File: src/rtl/video_pattern_generator_if.sv
// Registered video output bus of the test pattern generator: RGB pixel, DE, syncs and frame markers.
// The master drives every signal; the slave (a sink or a checker) only observes.
interface video_pattern_generator_if #(
    parameter int COMPONENT_BITS = 8
);
    logic [3*COMPONENT_BITS-1:0] video_data;
    logic                        video_de;
    logic                        video_hsync;
    logic                        video_vsync;
    logic                        frame_start;
    logic [15:0]                 frame_count;

    modport master (
        output video_data, video_de, video_hsync, video_vsync, frame_start, frame_count
    );

    modport slave (
        input video_data, video_de, video_hsync, video_vsync, frame_start, frame_count
    );
endinterface

File: src/rtl/video_pattern_generator.sv
// Multi-mode video test pattern generator (bars, ramps, checker, solid, scrolling bars).
// Optional centre crosshair overlay: define TPG_CROSSHAIR_EN.
module video_pattern_generator #(
    parameter int HSYNC          = 40,
    parameter int HBACK          = 220,
    parameter int HACTIVE        = 1280,
    parameter int HFRONT         = 110,
    parameter int VSYNC          = 5,
    parameter int VBACK          = 20,
    parameter int VACTIVE        = 720,
    parameter int VFRONT         = 5,
    parameter int COMPONENT_BITS = 8,
    parameter int HSYNC_POL      = 1,
    parameter int VSYNC_POL      = 1,
    parameter int CHECKER_LOG2   = 5,
    parameter int SCROLL_STEP    = 4
) (
    input  logic                          clock,
    input  logic                          reset_n,
    input  logic [2:0]                    mode,
    input  logic [3*COMPONENT_BITS-1:0]   solid_color,
    video_pattern_generator_if.master     video
);

    localparam int HTOTAL = HSYNC + HBACK + HACTIVE + HFRONT;
    localparam int VTOTAL = VSYNC + VBACK + VACTIVE + VFRONT;
    localparam int HW     = $clog2(HTOTAL);
    localparam int VW     = $clog2(VTOTAL);
    localparam int CB     = COMPONENT_BITS;
    localparam int PW     = 3 * CB;

    localparam logic [HW-1:0] H_LAST      = HW'(HTOTAL - 1);
    localparam logic [HW-1:0] H_SYNC_END  = HW'(HSYNC);
    localparam logic [HW-1:0] H_ACT_START = HW'(HSYNC + HBACK);
    localparam logic [HW-1:0] H_ACT_END   = HW'(HSYNC + HBACK + HACTIVE);
    localparam logic [VW-1:0] V_LAST      = VW'(VTOTAL - 1);
    localparam logic [VW-1:0] V_SYNC_END  = VW'(VSYNC);
    localparam logic [VW-1:0] V_ACT_START = VW'(VSYNC + VBACK);
    localparam logic [VW-1:0] V_ACT_END   = VW'(VSYNC + VBACK + VACTIVE);
    localparam logic [HW:0]   H_ACT_EXT   = (HW+1)'(HACTIVE);
    localparam logic [HW:0]   STEP_EXT    = (HW+1)'(SCROLL_STEP);
    localparam logic          HPOL        = (HSYNC_POL != 0);
    localparam logic          VPOL        = (VSYNC_POL != 0);

    logic [HW-1:0] hcount;
    logic [VW-1:0] vcount;
    logic [2:0]    mode_q;
    logic [PW-1:0] color_q;
    logic [HW-1:0] scroll_offset;
    logic [15:0]   frame_count_r;

    logic          frame_end;
    logic          de_c;
    logic [HW-1:0] x;
    logic [VW-1:0] y;
    logic [HW:0]   xs_sum;
    logic [HW-1:0] xs;
    logic [HW:0]   off_sum;
    logic [CB-1:0] ramp_x;
    logic [CB-1:0] ramp_y;
    logic [PW-1:0] pix_c;
    logic [PW-1:0] pix_o;

    // Bar index is the number of bar boundaries HACTIVE*k/7 at or below px.
    function automatic logic [2:0] bar_rgb(input logic [HW-1:0] px);
        int idx;
        idx = 0;
        for (int k = 1; k < 7; k++) begin
            if (32'(px) >= 32'(HACTIVE * k / 7)) idx++;
        end
        case (idx)
            0:       return 3'b111;
            1:       return 3'b100;
            2:       return 3'b110;
            3:       return 3'b010;
            4:       return 3'b011;
            5:       return 3'b001;
            default: return 3'b101;
        endcase
    endfunction

    function automatic logic [PW-1:0] expand(input logic [2:0] rgb);
        return {{CB{rgb[2]}}, {CB{rgb[1]}}, {CB{rgb[0]}}};
    endfunction

    assign frame_end = (hcount == H_LAST) && (vcount == V_LAST);
    assign de_c      = (hcount >= H_ACT_START) && (hcount < H_ACT_END) &&
                       (vcount >= V_ACT_START) && (vcount < V_ACT_END);
    assign x         = hcount - H_ACT_START;
    assign y         = vcount - V_ACT_START;
    assign ramp_x    = CB'(x);
    assign ramp_y    = CB'(y);

    // Both operands are below HACTIVE, so a single conditional subtract is the modulo.
    assign xs_sum  = {1'b0, x} + {1'b0, scroll_offset};
    assign xs      = HW'((xs_sum >= H_ACT_EXT) ? (xs_sum - H_ACT_EXT) : xs_sum);
    assign off_sum = {1'b0, scroll_offset} + STEP_EXT;

    always_comb begin
        pix_c = '0;
        case (mode_q)
            3'd0:    pix_c = expand(bar_rgb(x));
            3'd1:    pix_c = {3{ramp_x}};
            3'd2:    pix_c = {3{ramp_y}};
            3'd3:    pix_c = (x[CHECKER_LOG2] ^ y[CHECKER_LOG2]) ? '1 : '0;
            3'd4:    pix_c = color_q;
            3'd5:    pix_c = expand(bar_rgb(xs));
            default: pix_c = '0;
        endcase
    end

`ifdef TPG_CROSSHAIR_EN
    localparam logic [HW-1:0] X_MID = HW'(HACTIVE / 2);
    localparam logic [VW-1:0] Y_MID = VW'(VACTIVE / 2);

    // Inverting black (modes 6/7) yields the white crosshair there as well.
    always_comb begin
        pix_o = pix_c;
        if ((x == X_MID) || (y == Y_MID)) pix_o = ~pix_c;
    end
`else
    assign pix_o = pix_c;
`endif

    always_ff @(posedge clock or negedge reset_n) begin
        if (!reset_n) begin
            hcount        <= '0;
            vcount        <= '0;
            mode_q        <= '0;
            color_q       <= '0;
            scroll_offset <= '0;
            frame_count_r <= '0;
        end else begin
            if (hcount == H_LAST) begin
                hcount <= '0;
                vcount <= (vcount == V_LAST) ? '0 : vcount + VW'(1);
            end else begin
                hcount <= hcount + HW'(1);
            end
            if (frame_end) begin
                mode_q        <= mode;
                color_q       <= solid_color;
                frame_count_r <= frame_count_r + 16'd1;
                scroll_offset <= HW'((off_sum >= H_ACT_EXT) ? (off_sum - H_ACT_EXT) : off_sum);
            end
        end
    end

    // Outputs describe the (hcount, vcount) position of the previous cycle.
    always_ff @(posedge clock or negedge reset_n) begin
        if (!reset_n) begin
            video.video_data  <= '0;
            video.video_de    <= 1'b0;
            video.video_hsync <= ~HPOL;
            video.video_vsync <= ~VPOL;
            video.frame_start <= 1'b0;
        end else begin
            video.video_data  <= de_c ? pix_o : '0;
            video.video_de    <= de_c;
            video.video_hsync <= (hcount < H_SYNC_END) ? HPOL : ~HPOL;
            video.video_vsync <= (vcount < V_SYNC_END) ? VPOL : ~VPOL;
            video.frame_start <= (hcount == '0) && (vcount == '0);
        end
    end

    assign video.frame_count = frame_count_r;

endmodule
File: src/flat_wrapper.sv
// flat-port wrapper written by rule: the top's interface ports become plain ports
module video_pattern_generator_flat 
#(
    parameter int HSYNC          = 40,
    parameter int HBACK          = 220,
    parameter int HACTIVE        = 1280,
    parameter int HFRONT         = 110,
    parameter int VSYNC          = 5,
    parameter int VBACK          = 20,
    parameter int VACTIVE        = 720,
    parameter int VFRONT         = 5,
    parameter int COMPONENT_BITS = 8,
    parameter int HSYNC_POL      = 1,
    parameter int VSYNC_POL      = 1,
    parameter int CHECKER_LOG2   = 5,
    parameter int SCROLL_STEP    = 4
)
  (clock, reset_n, mode, solid_color, video_video_data, video_video_de, video_video_hsync, video_video_vsync, video_frame_start, video_frame_count);
  video_pattern_generator_if #(.COMPONENT_BITS(COMPONENT_BITS)) video_i ();
  input  logic clock;
  input  logic reset_n;
  input  logic [2:0] mode;
  input  logic [3*COMPONENT_BITS-1:0] solid_color;
  output wire logic [$bits(video_i.video_data)-1:0] video_video_data;
  output wire logic [$bits(video_i.video_de)-1:0] video_video_de;
  output wire logic [$bits(video_i.video_hsync)-1:0] video_video_hsync;
  output wire logic [$bits(video_i.video_vsync)-1:0] video_video_vsync;
  output wire logic [$bits(video_i.frame_start)-1:0] video_frame_start;
  output wire logic [$bits(video_i.frame_count)-1:0] video_frame_count;
  assign video_video_data = video_i.video_data;
  assign video_video_de = video_i.video_de;
  assign video_video_hsync = video_i.video_hsync;
  assign video_video_vsync = video_i.video_vsync;
  assign video_frame_start = video_i.frame_start;
  assign video_frame_count = video_i.frame_count;
  video_pattern_generator #(.HSYNC(HSYNC), .HBACK(HBACK), .HACTIVE(HACTIVE), .HFRONT(HFRONT), .VSYNC(VSYNC), .VBACK(VBACK), .VACTIVE(VACTIVE), .VFRONT(VFRONT), .COMPONENT_BITS(COMPONENT_BITS), .HSYNC_POL(HSYNC_POL), .VSYNC_POL(VSYNC_POL), .CHECKER_LOG2(CHECKER_LOG2), .SCROLL_STEP(SCROLL_STEP)) u_core (.clock(clock), .reset_n(reset_n), .mode(mode), .solid_color(solid_color), .video(video_i));
endmodule
File: config.mk
export PLATFORM = sky130hd
export DESIGN_NAME = video_pattern_generator_flat
export DESIGN_NICKNAME = d
export VERILOG_FILES = /design/src/rtl/video_pattern_generator_if.sv /design/src/rtl/video_pattern_generator.sv /design/src/flat_wrapper.sv
export SDC_FILE = /design/constraint.sdc
export NUM_CORES = 1
export LEC_CHECK = 0
export ABC_AREA = 1
export BUFFER_PORTS_ARGS = -buffer_cell sky130_fd_sc_hd__buf_2
export CORE_ASPECT_RATIO = 1.25
export CORE_MARGIN = 2
export CORE_UTILIZATION = 65
export DETAILED_ROUTE_END_ITERATION = 10
export PLACE_DENSITY = 0.9
export SETUP_SLACK_MARGIN = 0.1
export SKIP_LAST_GASP = 1
export SLEW_MARGIN = 5
export SYNTH_ARGS = -nofsm -noshare
export SYNTH_HDL_FRONTEND = slang
export SYNTH_SLANG_ARGS = --single-unit
File: constraint.sdc
create_clock -name clock -period 10.14 [get_ports clock]
set_clock_uncertainty 0.15 [all_clocks]
set_input_delay 2.028 -clock clock [delete_from_list [all_inputs] [get_ports clock]]
set_output_delay 2.028 -clock clock [all_outputs]
set_load 0.01 [all_outputs]
* Yosys cells after proc, flatten, opt, wreduce, memory -nomap -nowiden *
Cells that the tools add are included.

word-level totals
  input bits = 29
  logic and storage cells = 113
  flip-flop bits (word level) = 103

operators by class
  order comparisons = 20
  bitwise operators = 1
  reductions and logical operators = 10
  add/sub/neg operators = 19
  mux-type cells = 35
  equality and inequality tests = 17

operators with widths
  cell                                                                  count
  2-to-1 mux 32 bit                                                     22
  adder 32 x 2 -> 32 bit (second input constant)                        10
  one-hot mux 24 bit (6 select lines)                                   1
  equality test 32 x 2 -> 1 bit (second input constant)                 4
  equality test 32 x 3 -> 1 bit (second input constant)                 4
  greater-or-equal comparator 11 x 10 -> 1 bit (second input constant)  6
  equality test 32 x 1 -> 1 bit (second input constant)                 2
  logical NOT 32 bit                                                    2
  2-to-1 mux 24 bit                                                     2
  one-hot mux 3 bit (6 select lines)                                    2
  greater-or-equal comparator 11 x 9 -> 1 bit (second input constant)   3
  2-to-1 mux 11 bit                                                     3
  greater-or-equal comparator 12 x 11 -> 1 bit (second input constant)  2
  greater-or-equal comparator 11 bit (second input constant)            2
  greater-or-equal comparator 11 x 8 -> 1 bit (second input constant)   2
  subtractor 11 bit (second input constant)                             2
  adder 16 x 1 -> 16 bit (second input constant)                        1
  adder 11 x 11 -> 12 bit                                               1
  adder 11 x 3 -> 12 bit (second input constant)                        1
  adder 11 x 1 -> 11 bit (second input constant)                        1
  equality test 11 bit (second input constant)                          1
  logical NOT 11 bit                                                    1
  < comparator 11 bit (second input constant)                           1
  < comparator 11 x 6 -> 1 bit (second input constant)                  1
  other kinds (16)                                                      25

* Depth between registers and ports, before layout *
Gate-level depths: netlist (run 1).

  depth after elaboration = 26
  mapped depth = 49

* Least setup slack after synthesis (run 1) *
No wires, ideal clock.

  path kind = register to register
  from = register u_core.hcount[2]
  to = register u_core.video.video_data[13]
  stages on the path, launching flop included = 46
  clock period less this slack = 5.839 ns
  setup slack = 4.301 ns
  data arrival time = 5.542 ns
  buffers on the path = 0
  path through = dfrtp_1 > inv_2 > ha_1 > nand2_1 > xor2_2 > inv_2 > ha_1 > nand2_1 > inv_2 > nand3_1 > nand3_1 > nand2_1 > nand2_1 > inv_1 > ha_1 > nand3_1 > nor2_1 > nand3_1 > (+10 left out) > nand3_1 > nand2_1 > nand2_1 > nand2_1 > nand2_1 > nand2_1 > inv_1 > ha_1 > nand2_1 > nand2_4 > ha_1 > or2_2 > nand2_1 > nor2_1 > nand2_2 > nand2_1 > nand2_2 > a21oi_1

between the ends
  word-level cells in the longest chain between the ends = 26
  elaborated cells on any way between the ends = 74

ends and longest elaborated chain
  what                                                                                      RTL line                          source
  start, declared                                                                           video_pattern_generator.sv:45     logic [HW-1:0] hcount;
  start signal, assigned                                                                    video_pattern_generator.sv:138    hcount <= hcount + HW'(1);
  subtractor 11 x 9 -> 11 bit                                                               video_pattern_generator.sv:89     assign x = hcount - H_ACT_START;
  adder 11 x 11 -> 12 bit                                                                   video_pattern_generator.sv:95     assign xs_sum = {1'b0, x} + {1'b0, scroll_offset};
  subtractor 11 bit / greater-or-equal comparator 12 x 11 -> 1 bit (equally long branches)  video_pattern_generator.sv:96     assign xs = HW'((xs_sum >= H_ACT_EXT) ? (xs_sum - H_ACT_EXT) : xs_sum);
  2-to-1 mux 11 bit                                                                         video_pattern_generator.sv:96
  greater-or-equal comparator 11 x 8 -> 1 bit                                               video_pattern_generator.sv:69     if (32'(px) >= 32'(HACTIVE * k / 7)) idx++;
  2-to-1 mux 1 bit                                                                          video_pattern_generator.sv:69
  2-to-1 mux 32 bit                                                                         video_pattern_generator.sv:101    case (mode_q)
  adder 32 x 2 -> 32 bit                                                                    video_pattern_generator.sv:69
  (+10 left out)                                                                            --
  2-to-1 mux 32 bit                                                                         video_pattern_generator.sv:101
  adder 32 x 2 -> 32 bit                                                                    video_pattern_generator.sv:69
  2-to-1 mux 32 bit                                                                         video_pattern_generator.sv:69
  2-to-1 mux 32 bit                                                                         video_pattern_generator.sv:101
  equality test 32 x 3 -> 1 bit, or another cell as far along                               video_pattern_generator.sv:71     case (idx)
  one-hot mux 3 bit (6 select lines)                                                        video_pattern_generator.sv:71
  one-hot mux 24 bit (6 select lines)                                                       video_pattern_generator.sv:101
  2-to-1 mux 24 bit *                                                                       video_pattern_generator.sv:158    video.video_data <= de_c ? pix_o : '0;
  end signal, assigned                                                                      video_pattern_generator.sv:158
  end, declared                                                                             video_pattern_generator_if.sv:14  output video_data, video_de, video_hsync, video_vsync, frame_start, frame_count

Mark *: on every way between the ends. The rest lies on a longest branch, timed or not. The select of a mux whose other input is x is not followed.
A chain may end at the register's enable or synchronous reset.

* Worst setup path in the final report (run 1) *
  from = register u_core.hcount[2]
  to = register u_core.video.video_data[7]

The elaborated chain is that of the path after synthesis.

==> impl_metrics.ini, run 1 <==
[timing]
clock.fmax_ghz = 0.152
post-route-period-util_pct = 64.8
tightest_slew_ns = 1.16
slew_headroom_pct = 22.9
rsz0062_at_grt = false
finalSetupViolations = 0
finalSetupTns_ns = 0
setup_ws_ns = 3.57
hold_violations = 0
fin_crit_ns = 6.57
finalMaxSlewViolations = 0

[worst_setup_path]
path_depth = 44
critPathKind = flop to flop
max_stage_delay_ns = 0.51
r2r_cells = 44
cpMostUsedCell = nand2_1
critPathArrivalTime_ns = 6.67
cp_num_buf_inv = 7
cp_max_fo = 9
cp_top_family = simple AND/OR/NAND/NOR gates
cp-start-kind = flop
end_kind = flop
slowest_stage = dfrtp_1
crit_required_ns = 10.25

[synthesis]
synth_edf_count = 0
netlist_instances = 1018
synthMuxAreaShare_pct = 0
synth_cell_types = 56
synth_ff_type = dfrtp_1
yosys-top-cells-area = dfrtp_1 (35%), nand2_1 (12%), nor2_1 (8.6%), inv_1 (7.6%), ha_1 (6.9%)
yosysSeqAreaShare_pct = 34.9
synthArstFlopShare_pct = 100
synth_area_sq_um = 7250
synth_top_area_share_pct = 34.9
synthAdderAreaFrac_pct = 7.18
synth_area_per_cell_sq_um = 7.12
synth_nets = 1088
synth_xor_area_share_pct = 4.80
ys_seq_elements = 101
synth_area_leader_cell = dfrtp_1
synth_compound_gate_area_share_pct = 10.6
yosys.area_share.simple_pct = 33.3
yosys_warnings = 0
synth_top_family_by_area = simple AND/OR/NAND/NOR gates

[drt]
post-route-drc-count = 0
antenna_left = 0
wire_per_inst_um = 14.2
drt_iter0_markers = 525
firstDrtPassIters = 5
drt-total-wl_um = 17500
vias_per_cell = 5.53
num_vias = 6794

[flow_run]
maxCapViolations = 0

[floorplanning]
ios = 73
die-area_sq_um = 12000
die_x_um = 98.4
core_sq_um = 11000
fp.dieH_um = 122
rows = 43
start_util_pct = 66.0

[cts]
clk_path_buf_depth = 2
post_cts_buffers = 0
cts_hold_repair.buffers = 0
root_buffer = clkbuf_16
worstSkewPairLatency_ns = 0.35
htree_levels = 3
clkTransAtPathRegs_ns = 0.07
cts_made_buffers = 9
clkSinkCount = 101
cts_tree = yes
post_cts_resize_count = 0

[place]
pre_cts_slack_ns = 3.66
port_buffers = 72
place_congestion = 0.953
dpl.hpwl_um = 13000
dpl.cell_count = 1212

[worst_hold_path]
hp-class = flop to flop
hold_depth = 1

[grt]
grt_pass1_vias = 6376
antenna_found_initial = 0
grt_max_degree = 77
overflow = 0
grt_first_pass_wirelength_um = 28800
grt_use_total_pct = 29.4

[layout]
drive_above_1_share_pct = 15.5
n_antenna_cell = 0
nNetsFinal = 1158
finalNonFillerCells = 1228
areaGrowthSynthToFinish_pct = 10.9

[power]
p_per_area_nw_per_um2 = 98.2
leakage_nw = 4.36
ir_drop_mv = 0.138
finalPower_mw = 0.789

[status]
status = finished, final reports clean
==> synthesized netlist by cell type, types with 3 or more instances <==
cell type	n
nand2_1	222
nor2_1	166
inv_1	146
dfrtp_1	101
a21oi_1	63
nand3_1	57
ha_1	40
xor2_1	20
nand4_1	18
o21ai_0	18
nand2_2	17
nor3_1	17
inv_2	13
clkbuf_1	12
a21oi_2	11
xnor2_1	11
nand3_2	7
nor4_1	7
nand2_4	6
nand3b_1	6
a31oi_1	5
nor2_2	5
or2_2	4
xor2_2	3
==> worst reg2reg max path, delay by kind of cell, from the launching register on <==
family          cells  cell delay [ns]
simple gates       29             3.04
fa+ha+maj           6             1.59
compound gates      1             0.24
flops               1             0.51
xor+xnor            1             0.29
buf+inv             7             0.64
==> flip-flops by register name, indices dropped and copies added (netlist names) <==
name,cells
u_core.color_q,24
u_core.video.video_data,24
u_core.video.frame_count,16
u_core.hcount,11
u_core.vcount,10
u_core.scroll_offset,9
u_core.mode_q,3
u_core.video.frame_start,1
u_core.video.video_de,1
u_core.video.video_hsync,1
u_core.video.video_vsync,1
==> final cells by class <==
class,instances,area [sq um]
Clock buffer,10,239
Clock inverter,6,52.6
Fill cell,852,2940
Inverter,161,604
Multi-Input combinational cell,740,4060
Sequential cell,101,2530
Tap cell,135,169
Timing Repair Buffer,75,385
==> layout by cell type (no fill, tap or decap), types with 3 or more instances in the layout <==
cell,instances
clkbuf_16,9
xor2_2,3
nand3_2,7
inv_1,146
nor2_1,166
nor4_1,7
a21oi_1,63
xor2_1,20
nand3b_1,6
or2_2,4
o21ai_0,18
inv_2,13
a31oi_1,5
buf_4,4
xnor2_1,11
nand3_1,57
dfrtp_1,101
nor2_2,5
nand2_1,222
nor3_1,17
buf_2,71
a21oi_2,11
nand2_4,6
o21ai_2,3
nand4_1,18
ha_1,40
nand2_2,17
==> worst paths after layout <==
check / start / endpoint / slack (ns)
max: u_core.hcount[2] / u_core.video.video_data[7] / 3.57
min: u_core.video.frame_count[15] / u_core.video.frame_count[15] / 0.33
max reg2reg: u_core.hcount[2] / u_core.video.video_data[7] / 3.57
min reg2reg: u_core.video.frame_count[15] / u_core.video.frame_count[15] / 0.33
max in group asynchronous: reset_n / u_core.video.video_data[20] / 7.17
min in group asynchronous: reset_n / u_core.video.video_vsync / 1.43
==> power breakdown <==
| group | internal, mW | switching, mW |
|---|---|---|
| registers | 0.408 | 0.00327 |
| clock network | 0.178 | 0.161 |
| logic | 0.0119 | 0.0269 |
| total | 0.598 | 0.191 |
==> through the flow <==
stage | cell area [sq um] | hold slack, ns | utilization [%]
finish | 8030 | 0.335 | 73.2
global route | 8030 | 0.358 | 73.2
CTS | 8030 | 0.336 | 73.2
detailed placement | 7740 | 0.324 | 70.5
global placement | 7740 | 0.307 | 70.5
floorplan | 7250 | 0.317 | -
==> routing by layer <==
metal | vias to the layer above | global-route usage [%] | wire length (um)
met5 | - | 0 | 0
met4 | 0 | 10.6 | 441
met3 | 38 | 4.42 | 857
met2 | 235 | 52.8 | 8910
met1 | 3148 | 36.1 | 7260
li1 | 3373 | - | -
==> kinds of logic after synthesis <==
family,count (synthesis)
simple gates,541
buf+inv,177
compound gates,123
flops,101
fa+ha+maj,41
xor+xnor,35
(Power assumes the default switching activity.)
==> run 2: changes to the inputs <==
- CORE_UTILIZATION: 65 -> 60
- PLACE_DENSITY: 0.9 -> 0.84
- clock period: 10.14 -> 6.55 ns (I/O delays scaled with it)
==> impl_metrics.ini, run 2 (synthesis gave the netlist of run 1 again) <==
[status]
status = finished, final reports clean

[worst_setup_path]
cp-start-kind = flop
cp_num_buf_inv = 5
slowest_stage = dfrtp_2
cp_max_fo = 8
crit_required_ns = 6.58
cp_top_family = simple AND/OR/NAND/NOR gates
critPathArrivalTime_ns = 6.07
r2r_cells = 43
critPathKind = flop to flop
end_kind = flop
max_stage_delay_ns = 0.49
cpMostUsedCell = nand2_2
path_depth = 43

[layout]
fillers = 923
areaGrowthSynthToFinish_pct = 14.9
nNetsFinal = 1168
layout_common_cells = nand2_1 (215), nor2_1 (165), inv_1 (141), dfrtp_1 (96), buf_2 (71)
n_antenna_cell = 0
layout_commonest_cell = nand2_1
final_cell_area_sq_um = 8330
drive_above_1_share_pct = 18.9

[timing]
slew_headroom_pct = 18.3
hold_violations = 0
clock.fmax_ghz = 0.166
setup_ws_ns = 0.513
finalSetupTns_ns = 0
fin_crit_ns = 6.04
rsz0062_at_grt = false
post-route-period-util_pct = 92.2
finalMaxSlewViolations = 0
tightest_slew_ns = 1.22
finalSetupViolations = 0

[grt]
grt_pass1_vias = 6403
antenna_found_initial = 0
grt_use_total_pct = 27.9
grtUsageMet1_pct = 35.4
grt_max_degree = 62
grtUsageMet3_pct = 4.35
busiest_layer = met2
overflow = 0
use_met2_pct = 48.0
grt_first_pass_wirelength_um = 29000

[drt]
firstDrtPassIters = 6
drt_iter0_markers = 484
num_vias = 6907
wire_per_inst_um = 14.4
vias_per_cell = 5.46
post-route-drc-count = 0
drt-total-wl_um = 18200
antenna_left = 0

[power]
combPwrFrac_pct = 4.9
p_clk_share_pct = 43.0
sw_frac_of_total_pct = 24.3
internal_power_mw = 0.925
seqPwrFrac_pct = 52.1
leakage_nw = 4.41
p_switching_mw = 0.296
p_per_area_nw_per_um2 = 147
ir_drop_mv = 0.162

[place]
dpl_cell_area_sq_um = 7770
port_buffers = 72
pre_cts_slack_ns = 0.101
place_congestion = 0.948
dpl.hpwl_um = 13200

[floorplanning]
core_sq_um = 11700
fp.dieH_um = 127
rows = 44
ios = 73
die_x_um = 102
die-area_sq_um = 13000
start_util_pct = 61.8

[flow_run]
maxCapViolations = 0

[cts]
cts_made_buffers = 9
clk_path_buf_depth = 2
clkSinkCount = 101
cts_tree = yes
root_buffer = clkbuf_16
worstSkewPairLatency_ns = 0.35
clkTransAtPathRegs_ns = 0.08
htree_levels = 3
cts_hold_repair.buffers = 0

[worst_hold_path]
hp-class = flop to flop
hold_depth = 1
## run 2: path summary, 6_finish.rpt
| kind | slack, ns | end | start |
|---|---|---|---|
| max | 0.51 | u_core.video.video_data[8] | u_core.hcount[4] |
| min | 0.33 | u_core.video.frame_count[15] | u_core.video.frame_count[15] |
| max reg2reg | 0.51 | u_core.video.video_data[8] | u_core.hcount[4] |
| min reg2reg | 0.33 | u_core.video.frame_count[15] | u_core.video.frame_count[15] |
| max in group asynchronous | 4.36 | u_core.color_q[10] | reset_n |
| min in group asynchronous | 0.88 | u_core.vcount[9] | reset_n |
## run 2: repair_timing
| action | CTS | global route |
|---|---|---|
| buffers inserted | 0 | 10 |
| pin swaps | 0 | 4 |
| resized for setup | 1 | 40 |
| setup endpoints to repair | 2 | 24 |
## run 2: metal layers
metal / part of all wire, % / vias up
met5: 0 / -
met4: 2.5 / 0
met3: 5.2 / 48
met2: 51 / 237
met1: 41 / 3229
li1: - / 3393
## run 2: cell type report
| class | count | area, sq um | share of cell area [%] |
|---|---|---|---|
| Timing Repair Buffer | 85 | 460 | 5.53 |
| Clock buffer | 10 | 239 | 2.87 |
| Clock inverter | 6 | 53.8 | 0.646 |
| Sequential cell | 101 | 2530 | 30.4 |
| Multi-Input combinational cell | 740 | 4230 | 50.8 |
| Tap cell | 161 | 201 | 2.42 |
| Inverter | 161 | 612 | 7.35 |
## run 2: worst register-to-register path, delay by kind of cell (launching register included)
| kind | cells | cell delay [ns] |
|---|---|---|
| AO/OA/AOI/OAI | 1 | 0.08 |
| buffers and inverters | 5 | 0.38 |
| XOR/XNOR | 1 | 0.21 |
| adder cells (fa/ha/maj) | 5 | 1.25 |
| AND/OR/NAND/NOR | 31 | 3.27 |
| flip-flops | 1 | 0.49 |
## run 2: per-stage QoR
step,total power [mW],utilization (%),hold slack [ns],cells
after CTS,1.22,68.8,0.327,1254
after global routing,1.26,71.0,0.347,1264
final,1.22,71.0,0.326,1264
after floorplan,0.676,-,0.317,1018
after global placement,0.706,66.3,0.308,1238
after detailed placement,0.707,66.3,0.316,1238
## run 2: power groups by stage
stage | logic [mW] | clock network [mW] | registers, mW
after CTS | 0.0596 | 0.528 | 0.636
after global placement | 0.0573 | 0 | 0.648
final | 0.0602 | 0.525 | 0.636
after detailed placement | 0.0584 | 0 | 0.649
after floorplan | 0.0287 | 0 | 0.648
after global routing | 0.0682 | 0.554 | 0.637
==> run 3: changes to the inputs <==
--- a/config.mk
+++ b/config.mk
@@ -10,7 +10,7 @@
 export CORE_ASPECT_RATIO = 1.25
 export CORE_MARGIN = 2
-export CORE_UTILIZATION = 60
+export CORE_UTILIZATION = 35
 export DETAILED_ROUTE_END_ITERATION = 10
-export PLACE_DENSITY = 0.84
+export PLACE_DENSITY = 0.55
 export SETUP_SLACK_MARGIN = 0.1
 export SKIP_LAST_GASP = 1
==> constraint.sdc (replaced) <==
create_clock -name clock -period 6.55 [get_ports clock]
set_clock_uncertainty 0.15 [all_clocks]
set_input_delay 0.3275 -clock clock [delete_from_list [all_inputs] [get_ports clock]]
set_output_delay 0.3275 -clock clock [all_outputs]
set_load 0.01 [all_outputs]
==> impl_metrics.ini, run 3 (synthesis gave the netlist of run 1 again) <==
[timing]
finalMaxSlewViolations = 0
fin_crit_ns = 6.01
hold_violations = 0
slew_headroom_pct = 38.6
post-route-period-util_pct = 91.8
clock.fmax_ghz = 0.166
tightest_slew_ns = 0.914
finalSetupViolations = 0
rsz0062_at_grt = false
timing.hold.ws_ns = 0.0467
finalSetupTns_ns = 0

[place]
port_buffers = 72
dpl.hpwl_um = 14500
place_congestion = 0.860

[worst_setup_path]
cp_top_family = simple AND/OR/NAND/NOR gates
end_kind = flop
reg2reg_from = u_core.hcount[2]
slowest_stage = dfrtp_2
cp-start-kind = flop
r2r_cells = 43
crit_required_ns = 6.67
cp_num_buf_inv = 7
r2r_slack_ns = 0.54
critPathArrivalTime_ns = 6.13
cpMostUsedCell = nand2_1
critPathKind = flop to flop
max_stage_delay_ns = 0.47
cp_max_fo = 9
r2r-end = u_core.video.video_data[4]

[floorplanning]
die-area_sq_um = 21900
start_util_pct = 35.8
rows = 58
fp.dieH_um = 165
ios = 73
die_x_um = 133
core_sq_um = 20200

[power]
p_per_area_nw_per_um2 = 146
finalPower_mw = 1.23
ir_drop_mv = 0.0990
leakage_nw = 4.44

[cts]
cts_tree = yes
worstSkewPairLatency_ns = 0.35
htree_levels = 3
root_buffer = clkbuf_16
clkSinkCount = 101
clkTransAtPathRegs_ns = 0.08
clk_path_buf_depth = 2
cts_made_buffers = 9

[grt]
grt_first_pass_wirelength_um = 30800
grt_max_degree = 56
antenna_found_initial = 0
grt_pass1_vias = 6416
overflow = 0
grt_use_total_pct = 17.3

[layout]
nNetsFinal = 1173
areaGrowthSynthToFinish_pct = 16.5
drive_above_1_share_pct = 18.2
fillers = 2124
n_antenna_cell = 0
fin_util_pct = 41.7
layout_common_cells = nand2_1 (219), nor2_1 (165), inv_1 (144), dfrtp_1 (97), buf_2 (71)
layout_commonest_cell = nand2_1

[worst_hold_path]
hp-class = input port to flop
hold_depth = 3
min_to = u_core.color_q[7]
hp-start = solid_color[7]

[drt]
wire_per_inst_um = 13.5
vias_per_cell = 4.75
num_vias = 6552
drt-total-wl_um = 18600
antenna_left = 0
firstDrtPassIters = 5
post-route-drc-count = 0
drt_iter0_markers = 298

[flow_run]
maxCapViolations = 0

[status]
status = finished, final reports clean
==> run 3: cell count changes in the layout (fill, tap and decap cells not counted), sizes merged <==
cell	delta
dlygate4sd3	+1
clkinvlp	-1
buf	+4
inv	+1
clkbuf	-1
clkinv	+1
==> run 3: worst reg2reg max path, delay by kind of cell, from the launching register on <==
kind,cells,cell delay (ns)
compound gates,1,0.21
xor+xnor,1,0.26
flops,1,0.47
buf+inv,7,0.60
simple gates,28,2.79
fa+ha+maj,6,1.46
==> run 3: report_power, final <==
part	switching [mW]	internal (mW)
clock network	0.267	0.267
registers	0.00511	0.631
logic	0.0420	0.0188
total	0.314	0.917
==> run 3: metrics by stage <==
stage                     cell area, sq um  worst slack [ns]  instances
after floorplan                       7250             0.711       1018
after global placement                7940             0.295       1351
after detailed placement              7940            0.0844       1351
after CTS                             8240             0.125       1368
after global routing                  8440            0.0889       1378
final                                 8440             0.538       1378
==> run 3: layout make-up <==
cell class,count,area (sq um),area share (%)
Clock buffer,9,225,2.67
Sequential cell,101,2530,30.0
Inverter,161,609,7.22
Clock inverter,7,65.1,0.771
Tap cell,270,338,4.00
Timing Repair Buffer,90,500,5.93
Multi-Input combinational cell,740,4170,49.4
==> run 3: timing repair <==
item / CTS / global route
resized for setup: 1 / 26
setup endpoints to repair: 10 / 24
pin swaps: 0 / 3
hold buffers: 1 / 0
endpoints found under the hold margin: 46 / 0
setup buffers: 0 / 10
==> run 3: metal layers <==
layer | routed length, um | global-route usage, %
met1 | 8170 | 21.1
met4 | 422 | 6.01
met5 | 0 | 0
met2 | 9430 | 31.5
met3 | 536 | 2.24
==> run 3: how the worst max path moves through the flow <==
stage | depth (start not counted) | startpoint | end | slack (ns)
6_report | 43 | u_core.hcount[2] | u_core.video.video_data[4] | 0.54
5_1_grt | 44 | u_core.hcount[2] | u_core.video.video_data[10] | 0.09
4_1_cts | 44 | u_core.hcount[2] | u_core.video.video_data[4] | 0.12
3_5_place_dp | 44 | u_core.hcount[2] | u_core.video.video_data[4] | 0.08
3_3_place_gp | 44 | u_core.hcount[2] | u_core.video.video_data[5] | 0.30
2_1_floorplan | 45 | u_core.hcount[2] | u_core.video.video_data[13] | 0.71
